`src/rtl/barrel_shift_sequencer.sv`:
```
// Multi-pass controller for a 4-bit barrel shifter. It splits a wide shift amount into passes
// of at most 3 positions, feeds each pass to the shifter and collects the shifter result.
module barrel_shift_sequencer #(
  parameter int AMOUNT_WIDTH = 4
) (
  input  logic                    Clock_In,
  input  logic                    Reset_n_In,
  input  logic                    Start_In,
  input  logic [2:0]              Mode_In,
  input  logic [AMOUNT_WIDTH-1:0] Shift_Amount_In,
  input  logic                    Carry_In,
  input  logic [3:0]              Data_In,
  output logic                    Busy_Out,
  output logic                    Done_Out,
  output logic [3:0]              Data_Out,
  output logic                    Carry_Out,
  output logic                    Shifter_Enable_Out,
  output logic [2:0]              Shifter_Mode_Out,
  output logic [1:0]              Shifter_Length_Out,
  output logic                    Shifter_Carry_Out,
  output logic [3:0]              Shifter_Data_Out,
  input  logic [3:0]              Shifter_Data_In,
  input  logic                    Shifter_Carry_In
);

  typedef enum logic [1:0] {
    IDLE  = 2'd0,
    SHIFT = 2'd1,
    DONE  = 2'd2
  } state_t;

  state_t                  state, state_nxt;
  logic [AMOUNT_WIDTH-1:0] remaining;
  logic [AMOUNT_WIDTH-1:0] remaining_after;

  // Length of the next pass: the shifter handles at most 3 positions per cycle.
  function automatic logic [1:0] pass_len(input logic [AMOUNT_WIDTH-1:0] r);
    return (r > AMOUNT_WIDTH'(3)) ? 2'd3 : r[1:0];
  endfunction

  // RLC/RRC are the only modes whose carry is part of the result.
  function automatic logic through_carry(input logic [2:0] m);
    return m[2] & m[1];
  endfunction

  assign remaining_after    = remaining - AMOUNT_WIDTH'(Shifter_Length_Out);
  assign Busy_Out           = (state != IDLE);
  assign Done_Out           = (state == DONE);
  assign Shifter_Enable_Out = (state == SHIFT);

  always_comb begin
    state_nxt = state;
    case (state)
      IDLE:    if (Start_In) state_nxt = (Shift_Amount_In == '0) ? DONE : SHIFT;
      SHIFT:   if (remaining_after == '0) state_nxt = DONE;
      DONE:    state_nxt = IDLE;
      default: state_nxt = IDLE;
    endcase
  end

  // Results are loaded on the edge that enters DONE, so they change only in the DONE cycle.
  always_ff @(posedge Clock_In or negedge Reset_n_In) begin
    if (!Reset_n_In) begin
      state              <= IDLE;
      remaining          <= '0;
      Shifter_Mode_Out   <= '0;
      Shifter_Length_Out <= '0;
      Shifter_Carry_Out  <= 1'b0;
      Shifter_Data_Out   <= '0;
      Data_Out           <= '0;
      Carry_Out          <= 1'b0;
    end else begin
      state <= state_nxt;
      case (state)
        IDLE: begin
          if (Start_In) begin
            Shifter_Mode_Out   <= Mode_In;
            Shifter_Data_Out   <= Data_In;
            Shifter_Carry_Out  <= Carry_In;
            remaining          <= Shift_Amount_In;
            Shifter_Length_Out <= pass_len(Shift_Amount_In);
            if (Shift_Amount_In == '0) begin
              Data_Out  <= Data_In;
              Carry_Out <= through_carry(Mode_In) ? Carry_In : 1'b0;
            end
          end
        end
        SHIFT: begin
          Shifter_Data_Out   <= Shifter_Data_In;
          Shifter_Carry_Out  <= Shifter_Carry_In;
          remaining          <= remaining_after;
          Shifter_Length_Out <= pass_len(remaining_after);
          if (remaining_after == '0) begin
            Data_Out  <= Shifter_Data_In;
            Carry_Out <= through_carry(Shifter_Mode_Out) ? Shifter_Carry_In : 1'b0;
          end
        end
        default: ;
      endcase
    end
  end

endmodule

```
`config.mk`:
```
export PLATFORM = sky130hd
export DESIGN_NAME = barrel_shift_sequencer
export DESIGN_NICKNAME = d
export VERILOG_FILES = /design/src/rtl/barrel_shift_sequencer.sv
export SDC_FILE = /design/constraint.sdc
export NUM_CORES = 1
export LEC_CHECK = 0
export BUFFER_PORTS_ARGS = -buffer_cell sky130_fd_sc_hd__buf_2
export CORE_ASPECT_RATIO = 1.1
export CORE_MARGIN = 1.5
export CORE_UTILIZATION = 45
export CTS_CLUSTER_DIAMETER = 60
export DETAILED_ROUTE_END_ITERATION = 10
export PLACE_DENSITY = 0.74
export SLEW_MARGIN = 15
export SYNTH_ARGS = -nofsm -noshare
export SYNTH_HDL_FRONTEND = slang
export SYNTH_SLANG_ARGS = --single-unit
```
`constraint.sdc`:
```
create_clock -name Clock_In -period 1.9 [get_ports Clock_In]
set_input_delay 0.38 -clock Clock_In [delete_from_list [all_inputs] [get_ports Clock_In]]
set_output_delay 0.38 -clock Clock_In [all_outputs]
set_load 0.03 [all_outputs]
```
---- Yosys cells after proc, flatten, opt, wreduce, memory -nomap -nowiden ----
Cells that the tools add are included.
W data, S select, Z words.
storage, ports and cells
  word-level logic and storage cells ...... 51
  register bits after elaboration ......... 21
  output and inout port bits .............. 18
  input bits .............................. 20
cells by class
  bitwise logic cells ..................... 2
  $add $sub $neg .......................... 1
  reduce and logical (&&, ||, !) cells .... 9
  muxes and demuxes ....................... 24
  eq/ne operators ......................... 5
  magnitude comparators ................... 2
operator list
  kind                  number
  $pmux W4 S2           3
  $mux W4               5
  $mux W2               6
  $gt A4 B2 Y1 const B  2
  $logic_not A4 Y1      2
  $pmux W2 S2           2
  $mux W1               6
  $reduce_and A2 Y1     3
  $ne A2 B2 Y1 const B  2
  $pmux W1 S2           2
  $reduce_and A4 Y1     1
  $reduce_bool A2 Y1    2
  $sub A4 B2 Y4         1
  $and A1 B1 Y1         2
  $eq A2 B1 Y1 const B  1
  $eq A2 B2 Y1 const B  1
  $logic_not A2 Y1      1
  $ne A2 B1 Y1 const B  1

---- Longest topological paths before layout ----
  depth in word-level cells ............... 5
  gate-level depth with buffers ........... 9

---- Least setup slack after synthesis ----
No wires, ideal clock.
  path kind ............................... reg-to-reg
  start ................................... reg Shifter_Length_Out[0]
  end ..................................... reg Data_Out[3]
  clock period less this slack ............ 2.211 ns
  cell stages (with the launch flop) ...... 9
  library setup time ...................... 0.121 ns
  slack ................................... -0.311 ns
  path buffers ............................ 1
  arrival ................................. 2.090 ns
  cell sequence ........................... dfrtp_1 -> ha_1 -> fa_1 -> nor2b_1 -> and3_2 -> a31oi_1 -> buf_4 -> o311a_2 -> nand2_1
between the ends
  cells in the longest elaborated chain, start to end .. 4
ends and longest elaborated chain
  element                      RTL line  source
  start, declared              19        output logic [1:0] Shifter_Length_Out,
  start signal, assigned       81        Shifter_Length_Out <= pass_len(Shift_Amount_In);
  start signal, assigned       92        Shifter_Length_Out <= pass_len(remaining_after);
  $sub A4 B2 Y4                46        assign remaining_after = remaining - AMOUNT_WIDTH'(Shifter_Length_Out);
  $logic_not A4 Y1             93        if (remaining_after == '0) begin
  $ne A2 B1 Y1 (no line)       --
  $reduce_and A4 Y1 (no line)  --
  end signal, assigned         83        Data_Out <= Data_In;
  end signal, assigned         94        Data_Out <= Shifter_Data_In;
  end, declared                15        output logic [3:0] Data_Out,
Every way passes these cells.
A chain may end at the register's enable or synchronous reset.

---- Worst setup path in the final report ----
  start ................................... reg Shifter_Length_Out[0]
  end ..................................... reg Data_Out[2]
The elaborated chain is that of the path after synthesis.

==> results.sh <==
export IMPL_die_w_um=52.77
export IMPL_ys_types=38
export IMPL_worstMarginPinSlew_ns=0.4798
export IMPL_synth_adder_area_share_pct=3.673
export IMPL_clk_latency_ns=0.30
export IMPL_ys_seq_area_share_pct=42.86
export IMPL_viasPerCell=5.536
export IMPL_gp_congestion=0.8456
export IMPL_grt_usage_pct=20.96
export IMPL_synth_top_family_by_area="compound AO/OA/AOI/OAI gates"
export IMPL_violations="negative setup slack"
export IMPL_worstSetupStartpoint="Shifter_Length_Out[0]"
export IMPL_hold_viol=0
export IMPL_synth_xor_area_share_pct=0
export IMPL_cts_resized=3
export IMPL_cts_hold_buffers_added=0
export IMPL_synth_ff_type="dfrtp_1"
export IMPL_worst_slack_ns=-0.1977
export IMPL_worst_path_max_fanout=9
export IMPL_path_cells="ha_4 > fa_1 > nor3b_2 > a31oi_2 > buf_4 > o311a_2 > nand2_1"
export IMPL_post_synth_cell_area_avg_sq_um=9.289
export IMPL_cp_depth=7
export IMPL_crit_required_ns=2.15
export IMPL_boundaryPins=38
export IMPL_netlist_area_sq_um=1226
export IMPL_worst_setup_path_end_kind="flip-flop"
export IMPL_synth_mux_area_share_pct=7.041
export IMPL_power_leakage_nw=0.7289
export IMPL_synth_compound_area_share_pct=22.24
export IMPL_ys_seq_elements=21
export IMPL_syn_nets=155
export IMPL_start_kind="flip-flop"
export IMPL_setup_viol=8
export IMPL_fin_skew_ns=0.004505
export IMPL_critPathKind="flip-flop to flip-flop"
export IMPL_r2r_start="Shifter_Length_Out[0]"
export IMPL_antenna_found_initial=0
export IMPL_grt_pass1_vias=1118
export IMPL_drc_errors=0
export IMPL_drt_iter0_drc=25
export IMPL_min_period_over_period_pct=110.4
export IMPL_syn_inst=132
export IMPL_die_area_sq_um=3047
export IMPL_synth_simple_area_share_pct=19.59
export IMPL_grt_max_degree=22
export IMPL_antenna_left=0
export IMPL_via_count=1168
export IMPL_period_needed_ns=2.098
export IMPL_clkTransAtPathRegs_ns=0.12
export IMPL_dp_cells=207
export IMPL_powerDensity_nw_per_um2=2145
export IMPL_outcome="finished with violations"
export IMPL_synth_edff_count=0
export IMPL_io_buffer_count=37
export IMPL_cap_viol_max_count=0
export IMPL_hold_path_class="primary input to async pin"
export IMPL_drtPass1Iterations=4
export IMPL_root_buffer="clkbuf_4"
export IMPL_fin_cells=211
export IMPL_rsz0062_at_grt="yes"
export IMPL_syn2layout_area_growth_pct=27.75
export IMPL_crit_arrival_ns=2.34
export IMPL_cts_buffer_depth=2
export IMPL_drt_total_wl_mm=2.912
export IMPL_yosys_warnings=0
export IMPL_post_cts_buffers=0
export IMPL_crit_buf_inv=1
export IMPL_tns_ns=-1.282
export IMPL_clock_sinks=21
export IMPL_crit_family="adder cells"
export IMPL_max_stage_delay_ns=0.51
export IMPL_reg2reg_to="Data_Out[2]"
export IMPL_async_reset_ff_share_pct=100.0
export IMPL_nets=204
export IMPL_wl_per_cell_um=13.80
export IMPL_htreeDepth=1
export IMPL_crit_end="Data_Out[2]"
export IMPL_slew_headroom_pct=68.02
export IMPL_reg2regPathDepth=7
export IMPL_reg2reg_slack_ns=-0.20
export IMPL_grt_first_pass_wirelength_mm=4.843
export IMPL_cts_tree="yes"
export IMPL_max_freq_ghz=0.4767
export IMPL_grt_overflow=0
export IMPL_cts_made_buffers=3
export IMPL_vdd_drop_max_mv=1.389
export IMPL_drive_above_1_share_pct=40.00
export IMPL_core_sq_um=2544
export IMPL_antenna_cells=0
export IMPL_rows=19
export IMPL_final_max_slew_viol_count=0
export IMPL_initial_core_util_pct=48.20
export IMPL_fp_dieH_um=57.75
export IMPL_slowest_stage="fa_1"
export IMPL_dp_hpwl_mm=2.228
## final cells by class
cell class,count,area [sq um]
clock buffers,4,26.28
fillers,226,977.2
inverters,6,22.52
multi-input cells,100,676.9
flip-flops and latches,21,526.8
well taps,31,38.79
repair buffers,49,275.3
## sequential cells by signal, summed over array words and instances, names as in the netlist
| name | count |
|---|---|
| state | 2 |
| Carry_Out | 1 |
| Shifter_Carry_Out | 1 |
| Shifter_Length_Out | 2 |
| Shifter_Data_Out | 4 |
| remaining | 4 |
| Data_Out | 4 |
| Shifter_Mode_Out | 3 |
## power by group
group / leakage, nW / internal, mW / switching, mW / total [mW]
sequential: 0.244 / 0.679 / 0.175 / 0.854
clock: 0.0150 / 0.0817 / 0.138 / 0.220
combinational: 0.470 / 0.919 / 1.37 / 2.29
## through the flow
stage          total power [mW]  area [sq um]  setup WS [ns]  util, %  hold WS (ns)
3_5_place_dp              3.106          1531        -0.1617    60.21        0.3710
2_1_floorplan             2.469          1251        -0.1991        -       0.08441
5_1_grt                   3.613          1567        -0.2656    61.58       0.04282
3_3_place_gp              3.056          1531        -0.1464    60.21        0.3662
4_1_cts                   3.352          1562        -0.1870    61.39       0.02975
6_report                  3.360          1567        -0.1977    61.58       0.01692
## worst min-delay path by stage
stage	cells after the start	endpoint	start	slack, ns
2_1_floorplan	0	Carry_Out	Reset_n_In	0.08
3_3_place_gp	1	remaining[2]	Reset_n_In	0.37
3_5_place_dp	1	remaining[2]	Reset_n_In	0.37
4_1_cts	1	remaining[2]	Reset_n_In	0.03
5_1_grt	1	remaining[2]	Reset_n_In	0.04
6_report	1	remaining[2]	Reset_n_In	0.02
## cell usage after synthesis, drive strengths merged (3+ instances only)
cell type / number / area, sq um
mux2: 5 / 56.30
nand3: 7 / 35.03
clkbuf: 3 / 21.27
o211ai: 4 / 30.03
a21oi: 8 / 43.79
nor2: 9 / 33.78
mux2i: 3 / 30.03
a211oi: 3 / 22.52
o21ai: 9 / 45.04
dfrtp: 21 / 525.5
inv: 5 / 18.77
nor2b: 3 / 18.77
nand2: 21 / 78.83
## per-layer routing
metal	global-route usage, %	wire [um]	up-vias
met3	3.093	154	4
met1	29.58	1316	560
met2	33.21	1404	35
met4	6.593	36	0
li1	-	-	569
met5	0	0	-
## cell families (layout without fill, tap and decap cells)
kind of cell,Yosys count,in the layout
mux,8,8
simple gates,51,51
flops,21,21
fa+ha+maj,3,3
compound gates,38,38
buf+inv,11,59
## cells in the final DEF, fill, tap and decap left out, types with 2 or more instances in the layout
master	instances
buf_2	37
nand2_1	21
dfrtp_1	20
buf_4	12
nor2_1	9
o21ai_0	8
nand3_1	7
a21oi_1	6
mux2_2	5
inv_1	4
o211ai_1	4
nor2b_1	3
a211oi_1	3
mux2i_1	3
clkbuf_4	3
a21oi_2	2
o311a_2	2
nor3_1	2
o21a_1	2
and2_1	2
o41a_1	2
Power figures use the tool's default switching activity.
